## src/rtl/note_tone_gen_if.sv

```systemverilog
// Key-scanner side request (key/note/octave) and tone-generator response bundle.
interface note_tone_gen_if;
  logic       key_valid;
  logic [3:0] note;
  logic [2:0] octave;
  logic       tone;
  logic       active;
  logic [3:0] cur_note;
  logic [2:0] cur_octave;

  modport master (output key_valid, note, octave,
                  input  tone, active, cur_note, cur_octave);
  modport slave  (input  key_valid, note, octave,
                  output tone, active, cur_note, cur_octave);
endinterface

```

## src/rtl/note_tone_gen.sv

```systemverilog
// Run-time selectable chromatic square-wave generator (12 notes x octave shifts).
// Note changes land only on falling edges; release always finishes the high phase.
module note_tone_gen #(
  parameter int CLK_HZ  = 50_000_000,
  parameter int CNT_W   = 17,
  parameter int MAX_OCT = 4
) (
  input  logic            clk,
  input  logic            reset,
  note_tone_gen_if.slave  bus
);
  typedef enum logic [1:0] {IDLE, PLAY, REL} state_t;

  state_t           state;
  logic [CNT_W-1:0] cnt;
  logic             tone_q;
  logic             active_q;
  logic [3:0]       note_q;
  logic [2:0]       oct_q;

  function automatic logic [CNT_W-1:0] base_hp(input logic [3:0] n);
    case (n)
      4'd0:    return CNT_W'(CLK_HZ / (2*262));
      4'd1:    return CNT_W'(CLK_HZ / (2*277));
      4'd2:    return CNT_W'(CLK_HZ / (2*294));
      4'd3:    return CNT_W'(CLK_HZ / (2*311));
      4'd4:    return CNT_W'(CLK_HZ / (2*330));
      4'd5:    return CNT_W'(CLK_HZ / (2*349));
      4'd6:    return CNT_W'(CLK_HZ / (2*370));
      4'd7:    return CNT_W'(CLK_HZ / (2*392));
      4'd8:    return CNT_W'(CLK_HZ / (2*415));
      4'd9:    return CNT_W'(CLK_HZ / (2*440));
      4'd10:   return CNT_W'(CLK_HZ / (2*466));
      default: return CNT_W'(CLK_HZ / (2*494));
    endcase
  endfunction

  function automatic logic [2:0] clamp_oct(input logic [2:0] o);
    return (32'(o) > MAX_OCT) ? 3'(MAX_OCT) : o;
  endfunction

  logic [CNT_W-1:0] hp;
  logic             term;
  logic             hold;

  // Half-period always comes from the latched note, never the live inputs.
  assign hp   = base_hp(note_q) >> oct_q;
  assign term = (cnt == hp - 1'b1);
  assign hold = bus.key_valid && (bus.note < 4'd12);

  always_ff @(posedge clk or negedge reset) begin
    if (!reset) begin
      state    <= IDLE;
      cnt      <= '0;
      tone_q   <= 1'b0;
      active_q <= 1'b0;
      note_q   <= '0;
      oct_q    <= '0;
    end else begin
      case (state)
        IDLE: begin
          cnt    <= '0;
          tone_q <= 1'b0;
          if (hold) begin
            note_q   <= bus.note;
            oct_q    <= clamp_oct(bus.octave);
            tone_q   <= 1'b1;
            active_q <= 1'b1;
            state    <= PLAY;
          end
        end
        PLAY, REL: begin
          // REL only ever holds tone=1, so both states share the counting path.
          if (term) begin
            cnt    <= '0;
            tone_q <= ~tone_q;
            if (hold && tone_q) begin
              note_q <= bus.note;
              oct_q  <= clamp_oct(bus.octave);
            end
            if (!hold && tone_q) begin
              state    <= IDLE;
              active_q <= 1'b0;
            end else begin
              state <= hold ? PLAY : REL;
            end
          end else if (!hold && !tone_q) begin
            cnt      <= '0;
            state    <= IDLE;
            active_q <= 1'b0;
          end else begin
            cnt   <= cnt + 1'b1;
            state <= hold ? PLAY : REL;
          end
        end
        default: begin
          state    <= IDLE;
          cnt      <= '0;
          tone_q   <= 1'b0;
          active_q <= 1'b0;
        end
      endcase
    end
  end

  assign bus.tone       = tone_q;
  assign bus.active     = active_q;
  assign bus.cur_note   = note_q;
  assign bus.cur_octave = oct_q;
endmodule
```

## src/flat_wrapper.sv

```systemverilog
// flat-port wrapper written by rule: the top's interface ports become plain ports
module note_tone_gen_flat 
#(
  parameter int CLK_HZ  = 50_000_000,
  parameter int CNT_W   = 17,
  parameter int MAX_OCT = 4
)
  (clk, reset, bus_key_valid, bus_note, bus_octave, bus_tone, bus_active, bus_cur_note, bus_cur_octave);
  note_tone_gen_if bus_i ();
  input  logic clk;
  input  logic reset;
  input wire logic [$bits(bus_i.key_valid)-1:0] bus_key_valid;
  input wire logic [$bits(bus_i.note)-1:0] bus_note;
  input wire logic [$bits(bus_i.octave)-1:0] bus_octave;
  output wire logic [$bits(bus_i.tone)-1:0] bus_tone;
  output wire logic [$bits(bus_i.active)-1:0] bus_active;
  output wire logic [$bits(bus_i.cur_note)-1:0] bus_cur_note;
  output wire logic [$bits(bus_i.cur_octave)-1:0] bus_cur_octave;
  assign bus_i.key_valid = bus_key_valid;
  assign bus_i.note = bus_note;
  assign bus_i.octave = bus_octave;
  assign bus_tone = bus_i.tone;
  assign bus_active = bus_i.active;
  assign bus_cur_note = bus_i.cur_note;
  assign bus_cur_octave = bus_i.cur_octave;
  note_tone_gen #(.CLK_HZ(CLK_HZ), .CNT_W(CNT_W), .MAX_OCT(MAX_OCT)) u_core (.clk(clk), .reset(reset), .bus(bus_i));
endmodule
```

## config.mk

```make
export PLATFORM = sky130hd
export DESIGN_NAME = note_tone_gen_flat
export DESIGN_NICKNAME = d
export VERILOG_FILES = /design/src/rtl/note_tone_gen_if.sv /design/src/rtl/note_tone_gen.sv /design/src/flat_wrapper.sv
export SDC_FILE = /design/constraint.sdc
export NUM_CORES = 1
export LEC_CHECK = 0
export CORE_MARGIN = 8
export CORE_UTILIZATION = 40
export DETAILED_ROUTE_END_ITERATION = 16
export DONT_BUFFER_PORTS = 1
export PLACE_DENSITY = 0.63
export SYNTH_ARGS = -nofsm -noshare
export SYNTH_HDL_FRONTEND = slang
export SYNTH_SLANG_ARGS = --single-unit
```

## constraint.sdc

```tcl
create_clock -name clk -period 13.5 [get_ports clk]
set_input_delay 0.675 -clock clk [delete_from_list [all_inputs] [get_ports clk]]
set_output_delay 0.675 -clock clk [all_outputs]
set_load 0.01 [all_outputs]
```

==> metrics.txt <==
crit path DAT around 5700 ps; Critical Path Start u_core.bus.cur_note[0]; count of cell types in the netlist 78; setup TNS 0 ps; vias a little over 3000; Hold Buf Count CTS 0; max frequency approximately 180 MHz; leakage power figure approximately 1.3 nW; Setup CP Type flop to flop; Worst path slowest cell dfrtp_1; syn nets 435; Primary FF master, synth dfrtp_1; Pre-antenna DRT Iters 5; Syn Inst Count between 400 and 500; CORE AREA between 8000 and 9000 um^2; Crit path required time between 10000 and 15000 ps; Antenna diodes 0; DRC Markers 0; Worst Setup End Kind flop; Reg2Reg Depth 15; Longest Clk Path Bufs 2; Clk Latency, worst-skew pair 280 ps; Worst R2R Start u_core.bus.cur_note[0]; Yosys top cell by area dfrtp_1; post-CTS sizing 0; CP Buf/Inv Count 1; critical path peak fanout 14; max-slew violations 0; crit-path cells ha_1 > nor4b_1 > nor3_1 > a32oi_2 > a222oi_1 > ha_1 > inv_1 > a2111o_1 > a21o_1 > or4_1 > a221oi_1 > o2111ai_1 > a211oi_4 > a31oi_4 > mux2_4; H-tree depth 1; Clock Skews 9.80 ps; VDD IR max approximately 0.12 mV; Setup-failing EPs final 0; Avg Cell Area, Syn between 8 and 9 um^2; post-route total power 0.971 mW; Worst path max stage delay a little over 700 ps; total of max-cap violations 0; CTS tree done; Yosys Warn Count 0; Clock Pin Slew Worst Setup and Hold Paths approximately 100 ps; number of setup buffers added after CTS 0; Slew @ Worst Pin between 800 and 900 ps; vias in the first global route 2945; share of cells above drive strength 1 under 10%; worst hold slack 72.2 ps; Tmin final between 5000 and 6000 ps; final antenna-violating net count 0; commonest cells in the netlist nor2_1, dfrtp_1, xnor2_1, nand3_1, nand2_1; share of the synthesized area in the top cell type between 20% and 30%; worst setup path end u_core.bus.cur_octave[2]; Levels on crit path 15; DR vias/cell around 6.2; final wirelength roughly 8.7 mm; Most common cell on crit path ha_1; Final #Nets between 400 and 500; Post-synth EDFFs 0; global-route wire length before repair about 15 mm; Final Cycle Share around 41%; initial antenna violation count 0; GRT Util Overall about 15%; Fin. Hold Viols 0; WL/cell roughly 17 um; Post-Place Worst Slack approximately 8000 ps; die height between 100 and 150 um; FILL cells 838; cell family with most CP delay compound AO/OA/AOI/OAI gates; initial core utilization just over 40%; largest cells by area after synthesis dfrtp_1, xnor2_1, nor2_1; outcome finished, final reports clean; grt ovf 0; PD cells ~280 nW/um^2; die span in x ~110 um; Post-Syn Area around 3300 um^2; RSZ-0062 raised after global routing false; sequential area share after synthesis 21.0%; Initial DRC Count 254; r2r endpoint u_core.bus.cur_octave[2]; HP Class input pin to asynchronous set/reset pin; die footprint roughly 12000 um^2; dpl hpwl between 6 and 7 mm; GP Congestion slightly above 0.9; I/O Pins 19; Seq cells post-synth 28; Critical Path Start Type flop; Setup WS post-layout between 7000 and 8000 ps; CTS Sinks 28; Layout Area Growth over Synthesis 2.85%; Sequential Area about 700 um^2; row cnt 33; CTS Buf Count 3; register-to-register setup slack about 8000 ps; Multi-input gate area between 2000 and 2500 um^2; largest net degree at the start of global routing 45; Slew HR 42.7%; count leader, synth nor2_1; PortBufs 0; Async SR Flop Fraction 100%; Root Buffer clkbuf_8
sequential cells by signal, summed over array words and instances (netlist names):
signal,flops
u_core.bus.active,1
u_core.cnt,17
u_core.bus.tone,1
u_core.state,2
u_core.bus.cur_note,4
u_core.bus.cur_octave,3
how the worst min path moves through the flow:
stage               startpoint                  endpoint  slack, ps  cells after the start
global placement         reset           u_core.state[0]        380                      0
global route             reset  u_core.bus.cur_octave[0]         60                      0
CTS                      reset    u_core.bus.cur_note[0]         70                      0
floorplan                reset         u_core.bus.active        380                      0
detailed placement       reset  u_core.bus.cur_octave[0]        380                      0
finish                   reset  u_core.bus.cur_octave[0]         70                      0
metrics by stage:
step                      std cells  util, %  area, um^2
after floorplan                 414        -        3340
after global placement          495     41.1        3360
after detailed placement        495     41.1        3360
after CTS                       499     42.0        3430
after global routing            499     42.0        3430
final                           499     42.0        3430
worst register-to-register path, stage by stage (launching register included):
cell	delay [ps]
dfrtp_1	710
ha_1	560
nor4b_1	140
nor3_1	260
a32oi_2	110
a222oi_1	620
ha_1	320
inv_1	50
a2111o_1	480
a21o_1	250
or4_1	520
a221oi_1	310
o2111ai_1	190
a211oi_4	330
a31oi_4	230
mux2_4	340
area by class of cell:
| class | instances | area share, % |
|---|---|---|
| Multi-Input combinational cell | 339 | 70.6 |
| Clock buffer | 3 | 1.20 |
| Clock inverter | 1 | 0.874 |
| Inverter | 18 | 1.97 |
| Timing Repair Buffer | 5 | 1.09 |
| Sequential cell | 28 | 20.4 |
| Tap cell | 105 | 3.83 |
cell families (layout without fill, tap and decap cells):
logic type	Yosys count	after routing	share of synthesized area [%]
xor gates and xnor gates	34	34	8.92
and+or+nand+nor	164	164	27.1
buffers and inverters	47	27	6.37
muxes	17	17	5.92
DFF	28	28	21.0
adders and majority gates	11	11	4.12
AOI/OAI and AO/OA	113	113	26.6
report_power, final:
part | switching (mW) | leakage, nW | internal [mW]
clock | 0.0266 | 0.0357 | 0.0397
combinational | 0.476 | 0.934 | 0.300
sequential | 0.0289 | 0.373 | 0.101
per-layer routing:
| layer | GRT usage [%] | vias up | share of wire (%) |
|---|---|---|---|
| li1 | - | 1494 | - |
| met1 | 19.2 | 1492 | 45 |
| met2 | 25.9 | 91 | 48 |
| met3 | 1.68 | 15 | 4.1 |
| met4 | 6.14 | 0 | 2.5 |
| met5 | 0 | - | 0 |
cell usage in the layout (no fill, tap or decap), types with 6 or more instances in the layout:
master,n
and3_1,9
nand3_1,20
xnor2_1,23
mux2i_1,10
nand4_1,6
and2_1,7
o21ai_0,15
a211oi_1,10
nand2b_1,14
a21oi_1,17
dfrtp_1,28
nand2_1,18
nor2_1,46
nor3_1,9
xor2_1,11
ha_1,11
inv_1,17
No activity file was read; power rests on OpenSTA's default activity.
